[config.mk]
export PLATFORM = sky130hd
export DESIGN_NAME = div_unit_flat
export DESIGN_NICKNAME = d
export VERILOG_FILES = /design/src/rtl/div_unit_if.sv /design/src/rtl/div_unit.sv /design/src/flat_wrapper.sv
export SDC_FILE = /design/constraint.sdc
export NUM_CORES = 1
export LEC_CHECK = 0
export ABC_AREA = 1
export CORE_MARGIN = 4
export CORE_UTILIZATION = 53
export DETAILED_ROUTE_END_ITERATION = 8
export PLACE_DENSITY = 0.78
export REMOVE_ABC_BUFFERS = 1
export SETUP_SLACK_MARGIN = 0.4
export SLEW_MARGIN = 20
export SYNTH_ARGS = -nofsm -noshare
export SYNTH_HDL_FRONTEND = slang
export SYNTH_SLANG_ARGS = --single-unit
[constraint.sdc]
create_clock -name clk -period 3.7 [get_ports clk]
set_input_delay 0.555 -clock clk [delete_from_list [all_inputs] [get_ports clk]]
set_output_delay 0.555 -clock clk [all_outputs]
set_load 0.1 [all_outputs]
[src/rtl/div_unit_if.sv]
// Purpose : EX-stage <-> divider handshake bundle (request operands, result, status).
// Latency : n/a (wires only).
// Backpr. : requester holds start until ready; stall is start & ~ready.
// Signals : start/div_signed/opdata1/opdata2/annul from EX; result/ready/busy from divider.
interface div_unit_if #(
  parameter int DATA_W = 32
);
  logic                start;
  logic                div_signed;
  logic [DATA_W-1:0]   opdata1;
  logic [DATA_W-1:0]   opdata2;
  logic                annul;
  logic [2*DATA_W-1:0] result;
  logic                ready;
  logic                busy;

  // EX side: issues the request and consumes the result.
  modport master (
    output start, div_signed, opdata1, opdata2, annul,
    input  result, ready, busy
  );

  // Divider side.
  modport slave (
    input  start, div_signed, opdata1, opdata2, annul,
    output result, ready, busy
  );
endinterface

[src/rtl/div_unit.sv]
// Purpose : radix-2 restoring divider for DIV/DIVU; result = {remainder (HI), quotient (LO)}.
// Latency : ready after sampling edge + DATA_W (nonzero divisor) or + 1 (zero divisor).
// Backpr. : EX holds start until ready; END is held while start stays high, annul flushes.
// Ports   : clk, rst (sync, active-high); s_div = div_unit_if.slave handshake bundle.
module div_unit #(
  parameter int DATA_W = 32
) (
  input logic      clk,
  input logic      rst,
  div_unit_if.slave s_div
);

  localparam int CNT_W = (DATA_W > 1) ? $clog2(DATA_W) : 1;

  typedef enum logic [1:0] {
    S_IDLE,
    S_DIVZERO,
    S_ON,
    S_END
  } state_t;

  state_t              r_state;
  state_t              w_state_nxt;
  logic [CNT_W-1:0]    r_cnt;
  logic [DATA_W-1:0]   r_rem;
  logic [DATA_W-1:0]   r_quo;
  logic [DATA_W-1:0]   r_divisor;
  logic                r_neg_q;
  logic                r_neg_r;
  logic [2*DATA_W-1:0] r_result;

  logic                w_go;
  logic                w_last;
  logic                w_neg1;
  logic                w_neg2;
  logic [DATA_W-1:0]   w_abs1;
  logic [DATA_W-1:0]   w_abs2;
  logic [DATA_W:0]     w_rem_sh;
  logic [DATA_W:0]     w_trial;
  logic [DATA_W-1:0]   w_rem_nxt;
  logic [DATA_W-1:0]   w_quo_nxt;
  logic [DATA_W-1:0]   w_rem_fix;
  logic [DATA_W-1:0]   w_quo_fix;

  assign w_go   = s_div.start & ~s_div.annul;
  assign w_last = (r_state == S_ON) && (r_cnt == CNT_W'(DATA_W - 1));

  // Magnitudes of the operands; only DIV treats the MSB as a sign.
  assign w_neg1 = s_div.div_signed & s_div.opdata1[DATA_W-1];
  assign w_neg2 = s_div.div_signed & s_div.opdata2[DATA_W-1];
  assign w_abs1 = w_neg1 ? (~s_div.opdata1 + 1'b1) : s_div.opdata1;
  assign w_abs2 = w_neg2 ? (~s_div.opdata2 + 1'b1) : s_div.opdata2;

  // One restoring step: the quotient register starts out holding the dividend,
  // so its MSB shifts into the partial remainder while quotient bits enter at the LSB.
  // The partial remainder is always below the divisor, so DATA_W+1 bits suffice.
  assign w_rem_sh  = {r_rem, r_quo[DATA_W-1]};
  assign w_trial   = w_rem_sh - {1'b0, r_divisor};
  assign w_rem_nxt = w_trial[DATA_W] ? w_rem_sh[DATA_W-1:0] : w_trial[DATA_W-1:0];
  assign w_quo_nxt = {r_quo[DATA_W-2:0], ~w_trial[DATA_W]};

  // Sign correction: quotient negative when signs differ, remainder follows the dividend.
  // 0x80000000 / -1 comes out as 0x80000000 with no special handling.
  assign w_quo_fix = r_neg_q ? (~w_quo_nxt + 1'b1) : w_quo_nxt;
  assign w_rem_fix = r_neg_r ? (~w_rem_nxt + 1'b1) : w_rem_nxt;

  always_ff @(posedge clk) begin
    if (rst) begin
      r_state <= S_IDLE;
    end else begin
      r_state <= w_state_nxt;
    end
  end

  always_comb begin
    w_state_nxt = r_state;
    case (r_state)
      S_IDLE: begin
        if (w_go) begin
          w_state_nxt = (s_div.opdata2 == '0) ? S_DIVZERO : S_ON;
        end
      end
      S_DIVZERO: begin
        w_state_nxt = s_div.annul ? S_IDLE : S_END;
      end
      S_ON: begin
        if (s_div.annul) begin
          w_state_nxt = S_IDLE;
        end else if (w_last) begin
          w_state_nxt = S_END;
        end
      end
      S_END: begin
        // Hold the result while EX keeps start up; one start hold = one operation.
        w_state_nxt = w_go ? S_END : S_IDLE;
      end
      default: w_state_nxt = S_IDLE;
    endcase
  end

  always_ff @(posedge clk) begin
    if (rst) begin
      r_cnt     <= '0;
      r_rem     <= '0;
      r_quo     <= '0;
      r_divisor <= '0;
      r_neg_q   <= 1'b0;
      r_neg_r   <= 1'b0;
      r_result  <= '0;
    end else begin
      case (r_state)
        S_IDLE: begin
          if (w_go) begin
            r_neg_q   <= w_neg1 ^ w_neg2;
            r_neg_r   <= w_neg1;
            r_quo     <= w_abs1;
            r_divisor <= w_abs2;
            r_cnt     <= '0;
            // On divide-by-zero the raw dividend is parked in r_rem for the HI half.
            r_rem     <= (s_div.opdata2 == '0) ? s_div.opdata1 : '0;
          end
        end
        S_DIVZERO: begin
          if (!s_div.annul) begin
            r_result <= {r_rem, {DATA_W{1'b1}}};
          end
        end
        S_ON: begin
          if (!s_div.annul) begin
            r_rem <= w_rem_nxt;
            r_quo <= w_quo_nxt;
            if (w_last) begin
              r_result <= {w_rem_fix, w_quo_fix};
            end else begin
              r_cnt <= r_cnt + 1'b1;
            end
          end
        end
        default: ;
      endcase
    end
  end

  assign s_div.result = r_result;
  assign s_div.ready  = (r_state == S_END);
  assign s_div.busy   = (r_state != S_IDLE);

endmodule
[src/flat_wrapper.sv]
// flat-port wrapper written by rule: the top's interface ports become plain ports
module div_unit_flat 
#(
  parameter int DATA_W = 32
)
  (clk, rst, s_div_start, s_div_div_signed, s_div_opdata1, s_div_opdata2, s_div_annul, s_div_result, s_div_ready, s_div_busy);
  div_unit_if #(.DATA_W(DATA_W)) s_div_i ();
  input logic clk;
  input logic rst;
  input wire logic [$bits(s_div_i.start)-1:0] s_div_start;
  input wire logic [$bits(s_div_i.div_signed)-1:0] s_div_div_signed;
  input wire logic [$bits(s_div_i.opdata1)-1:0] s_div_opdata1;
  input wire logic [$bits(s_div_i.opdata2)-1:0] s_div_opdata2;
  input wire logic [$bits(s_div_i.annul)-1:0] s_div_annul;
  output wire logic [$bits(s_div_i.result)-1:0] s_div_result;
  output wire logic [$bits(s_div_i.ready)-1:0] s_div_ready;
  output wire logic [$bits(s_div_i.busy)-1:0] s_div_busy;
  assign s_div_i.start = s_div_start;
  assign s_div_i.div_signed = s_div_div_signed;
  assign s_div_i.opdata1 = s_div_opdata1;
  assign s_div_i.opdata2 = s_div_opdata2;
  assign s_div_i.annul = s_div_annul;
  assign s_div_result = s_div_i.result;
  assign s_div_ready = s_div_i.ready;
  assign s_div_busy = s_div_i.busy;
  div_unit #(.DATA_W(DATA_W)) u_core (.clk(clk), .rst(rst), .s_div(s_div_i));
endmodule
# Word-level counts from Yosys, hierarchy flattened
# Cells that the tools add are included.
[totals] elab_cells=72 input_bits=69 reg_bits=169 output_inout_bits=66
[op_classes] n_reduce_logical=11 eq_ne=10 n_mux=27 n_bitwise=10 add_sub_neg=6
[op_table] operator="$mux 32" count=10
[op_table] operator="$mux 64" count=3
[op_table] operator="$add 32x1->32 const B" count=4
[op_table] operator="$not 32->32" count=4
[op_table] operator="$pmux 32 s2" count=2
[op_table] operator="$pmux 64 s2" count=1
[op_table] operator="$sub 33x32->33" count=1
[op_table] operator="$logic_not 32->1" count=1
[op_table] operator="$mux 5" count=3
[op_table] operator="$mux 2" count=6
[op_table] operator="$pmux 5 s2" count=1
[op_table] operator="$pmux 2 s4" count=1
[op_table] operator="$reduce_and 4->1" count=2
[op_table] operator="$ne 2x2->1 const B" count=3
[op_table] operator="$reduce_bool 2->1" count=3
[op_table] operator="$add 5x1->5 const B" count=1
[op_table] operator="$eq 5x5->1 const B" count=1
[op_table] operator="$eq 2x2->1 const B" count=2
[op_table] operator="$ne 2x1->1 const B" count=2
[op_table] operator="$reduce_and 2->1" count=2
[op_table] operator="$and 1x1->1" count=3
[op_table] operator="$ne 3x2->1 const B" count=1
[op_table] operator="$reduce_and 3->1" count=1
[op_table] operator="$eq 2x1->1 const B" count=1
[op_table] operator="other kinds (4)" count=5

# Logic depth before layout (Yosys ltp)
[depth] word_depth=8 ltp_mapped=30

# Least setup slack after synthesis
# Ideal clock, no wire load.
[synth_path] path_type="flip-flop to flip-flop" startpoint="register u_core.r_quo[31]" endpoint="register u_core.r_result[30] (netlist: u_core.s_div.result[30])" required_ns=3.568 arrival_time_ns=3.920 stages_incl_launch_ff=30 setup_slack_ns=-0.352 setup_time_ns=0.132 synth_period_minus_slack_ns=4.052 path_cell_list="dfxtp_1 > inv_1 > ha_1 > inv_1 > fa_1 > nand2_1 > nand2_1 > nand3b_1 > nand2_2 > nand2_1 > nand2_2 > nand2_4 > nand3_2 > nand2_4 > buf_8 > buf_4 > ha_1 > nand3_1 > nor3_1 > nand3_1 > nor3_1 > nand2_1 > nand2_1 > o21ai_0 > a21oi_1 > o21ai_0 > a21oi_1 > a31oi_1 > o31ai_1 > a21oi_1"
[synth_between] elab_chain_len=8
[synth_lines] item="from (decl)" line_no="div_unit.sv:26" source="logic [DATA_W-1:0] r_quo;"
[synth_lines] item="from (signal assigned)" line_no="div_unit.sv:116" source="r_quo <= w_abs1;"
[synth_lines] item="from (signal assigned)" line_no="div_unit.sv:131" source="r_quo <= w_quo_nxt;"
[synth_lines] item="$sub 33x32->33" line_no="div_unit.sv:58" source="assign w_trial = w_rem_sh - {1'b0, r_divisor};"
[synth_lines] item="$not 1->1" line_no="div_unit.sv:60" source="assign w_quo_nxt = {r_quo[DATA_W-2:0], ~w_trial[DATA_W]};"
[synth_lines] item="$not 32->32" line_no="div_unit.sv:64" source="assign w_quo_fix = r_neg_q ? (~w_quo_nxt + 1'b1) : w_quo_nxt;"
[synth_lines] item="$add 32x1->32" line_no="div_unit.sv:64"
[synth_lines] item="$mux 32" line_no="div_unit.sv:64"
[synth_lines] item="$mux 64" line_no="div_unit.sv:132" source="if (w_last) begin"
[synth_lines] item="$mux 64" line_no="div_unit.sv:129" source="if (!s_div.annul) begin"
[synth_lines] item="$pmux 64 s2" line_no="div_unit.sv:111" source="case (r_state)"
[synth_lines] item="to (signal assigned)" line_no="div_unit.sv:125" source="r_result <= {r_rem, {DATA_W{1'b1}}};"
[synth_lines] item="to (signal assigned)" line_no="div_unit.sv:133" source="r_result <= {w_rem_fix, w_quo_fix};"
[synth_lines] item="to (decl)" line_no="div_unit.sv:30" source="logic [2*DATA_W-1:0] r_result;"
# No other way between the ends. The select of a mux whose other input is x is not followed.
# A chain may end at the register's enable or synchronous reset.

# Worst setup path in the final report
# Same ends and word-level chain as after synthesis.

==> flow_summary.ini <==
[grt]
grt_pass1_wl_um = 82400
grt_max_degree = 125
grt_pass1_vias = 15520
overflow = 0
grt_usage_pct = 36.2
antenna_found_initial = 1

[sta]
slew_violations = 0
rsz0062_at_grt = yes
max-slew-margin-rel_pct = 32.3
setup_tns_ns = 0
final.period_utilization_pct = 93.8
setup_viol = 0
worst_slack_ns = 0.230
period_minus_slack_ns = 3.47
worst_slew_pin_slew_ns = 1.01
final_hold_viol_count = 0
fmax_mhz = 288
skew_ns = 0.0162

[route]
totalWireLength_um = 54600
drc_errors = 0
antenna_left = 0
avgViaCountPerCell = 5.87
drt_iter0_drc = 2254
drt_pass1_iterations = 6
vias = 17160
wl_per_cell_um = 18.7

[yosys]
ys_seq_area_share_pct = 24.9
yosysWarnings = 0
yosysTopAreaCellShare_pct = 24.9
avgSynthCellArea_um2 = 5.86
ys.flop_type = dfxtp_1
synthArstFlopShare_pct = 0
ys_ff_latch = 169
synth_edf_count = 0
synth_cell_type_count = 49
netlist_top_cells_area = dfxtp_1, nand2_1, inv_1, a21oi_1, nand3_1
netlist_instances = 2318
netlist_area_um2 = 13600
synth_top_cells_by_count = nand2_1, inv_1, nor2_1
yosysMostFrequentCell = nand2_1
yosysTopAreaCell = dfxtp_1

[critical_path]
crit_top_cell = nand2_2
crit_fanout = 3
r2r_setup_slack_ns = 0.23
regToRegEndpoint = u_core.s_div.result[30]
start_kind = flop
arrival_ns = 3.78
crit_type = reg2reg
r2r-start = u_core.r_quo[31]
rr_worst_depth = 27
cp-end-kind = flop
slowest_stage = fa_2
critPathBufInv = 2
slowest_delay_ns = 0.34
cp_data_required_time_ns = 4.02
cp_top_family = simple AND/OR/NAND/NOR gates
path_depth = 27

[min_path]
holdCritStartpoint = u_core.s_div.result[14]
whs_path_depth = 2
holdPathEnd = u_core.s_div.result[14]
hold_class = reg2reg

[die]
top_level_ports = 135
rows = 58
start_util_pct = 53.9
core_area_um2 = 25200
chipWidth_um = 168
die-area_um2 = 28200
die_h_um = 168

[place]
dpl.cell_count = 2847
post-place-ws_ns = -0.324
hpwl_um = 39500
dpl_cell_area_um2 = 16200
place.gp.congestion = 1.05
io_buffers = 134

[clock_network]
cts_buffer_depth = 2
hold_buffers = 0
cts_tree = done
htree_levels = 4
numCtsBuffers = 17
clock_latency_ns = 0.45
cts_num_sinks = 169
clock-root-buffer = clkbuf_16
path_clk_slew_ns = 0.09

[outcome]
outcome = finished, final reports clean

[finish]
fin_nets = 2691
syn2layout_area_growth_pct = 33.6
final_cells = 2922
fin_area_um2 = 18100
seq_area_um2 = 3390
drive_gt1_share_pct = 17.6
diodes = 0
multi_input_area_um2 = 9480
nFillCells = 2108

[job]
maxCapViolations = 0
[layer usage]
layer	vias to the layer above	track usage [%]	wire length [um]
li1	8136	-	-
met1	7859	50.3	22600
met5	-	0	16
met2	991	56.6	24300
met3	172	6.62	5510
met4	2	12.9	2100
[sequential cells by signal (all words and copies together), names as in the netlist]
register,count
u_core.r_cnt,5
u_core.r_divisor,32
u_core.r_neg_q,1
u_core.r_neg_r,1
u_core.r_quo,32
u_core.r_rem,32
u_core.r_state,2
u_core.s_div.result,64
[cells in the final DEF, fill, tap and decap left out, types with 10 or more instances in the layout]
cell type        count
nor2_1             171
nand3_2             13
o221a_2             10
a21oi_1            186
clkdlybuf4s50_1    132
nor2_4              15
o31ai_1             11
nor4_1              14
xnor2_1             14
inv_2               17
buf_4              188
nand2_1            675
nand3_1            155
clkbuf_16           19
ha_4                16
o21ai_2             10
nand4_1             20
o211ai_1            51
a31oi_1             37
xor2_1              24
inv_1              282
ha_1                26
nor3_1              25
nor2_2              16
dfxtp_1            162
nand2_2             56
nand2_4             20
o21ai_0             99
[per-stage QoR]
stage                     util (%)  hold WS [ns]
after floorplan                  -         0.438
after global placement        64.3         0.451
after detailed placement      64.3         0.456
after CTS                     68.4         0.468
after global routing          72.0         0.487
final                         72.0         0.464
[how the worst max path moves through the flow]
stage | start | to | slack, ns
global route | u_core.r_quo[31] | u_core.s_div.result[30] | 0.01
CTS | u_core.r_quo[31] | u_core.s_div.result[26] | 0.08
detailed placement | u_core.r_quo[31] | u_core.s_div.result[30] | -0.32
floorplan | u_core.r_state[0] | u_core.s_div.result[33] | -3.87
finish | u_core.r_quo[31] | u_core.s_div.result[30] | 0.23
global placement | u_core.r_quo[31] | u_core.s_div.result[30] | -0.10
[final cells by class]
cell class                 instances  share of cell area (%)
multi-input combinational       1747                    52.3
inverter                         304                    6.31
sequential                       169                    18.7
tap                              330                    2.28
timing repair buffer             340                    17.0
clock buffer                      17                    2.35
clock inverter                    15                    1.06
[cell families after synthesis]
kind of cell,share of synthesized area [%]
xor gates and xnor gates,2.45
buffers and inverters,11.7
DFF,24.9
AOI/OAI and AO/OA,19.7
adders and majority gates,4.02
and+or+nand+nor,37.1
[tightest hold or removal path, stage by stage (launching register included)]
cell,delay (ns)
dfxtp_1,0.31
nand2_1,0.06
a21oi_1,0.05
[timing repair]
item | CTS | global route
buffers inserted | 19 | 19
cloned | 2 | 3
resized for setup | 58 | 164
endpoints found under the setup margin | 36 | 58
pin swaps | 19 | 48
Power of run 1 is not shown: default switching activity piles up to over one toggle a cycle in this logic, so the estimate is an artifact.
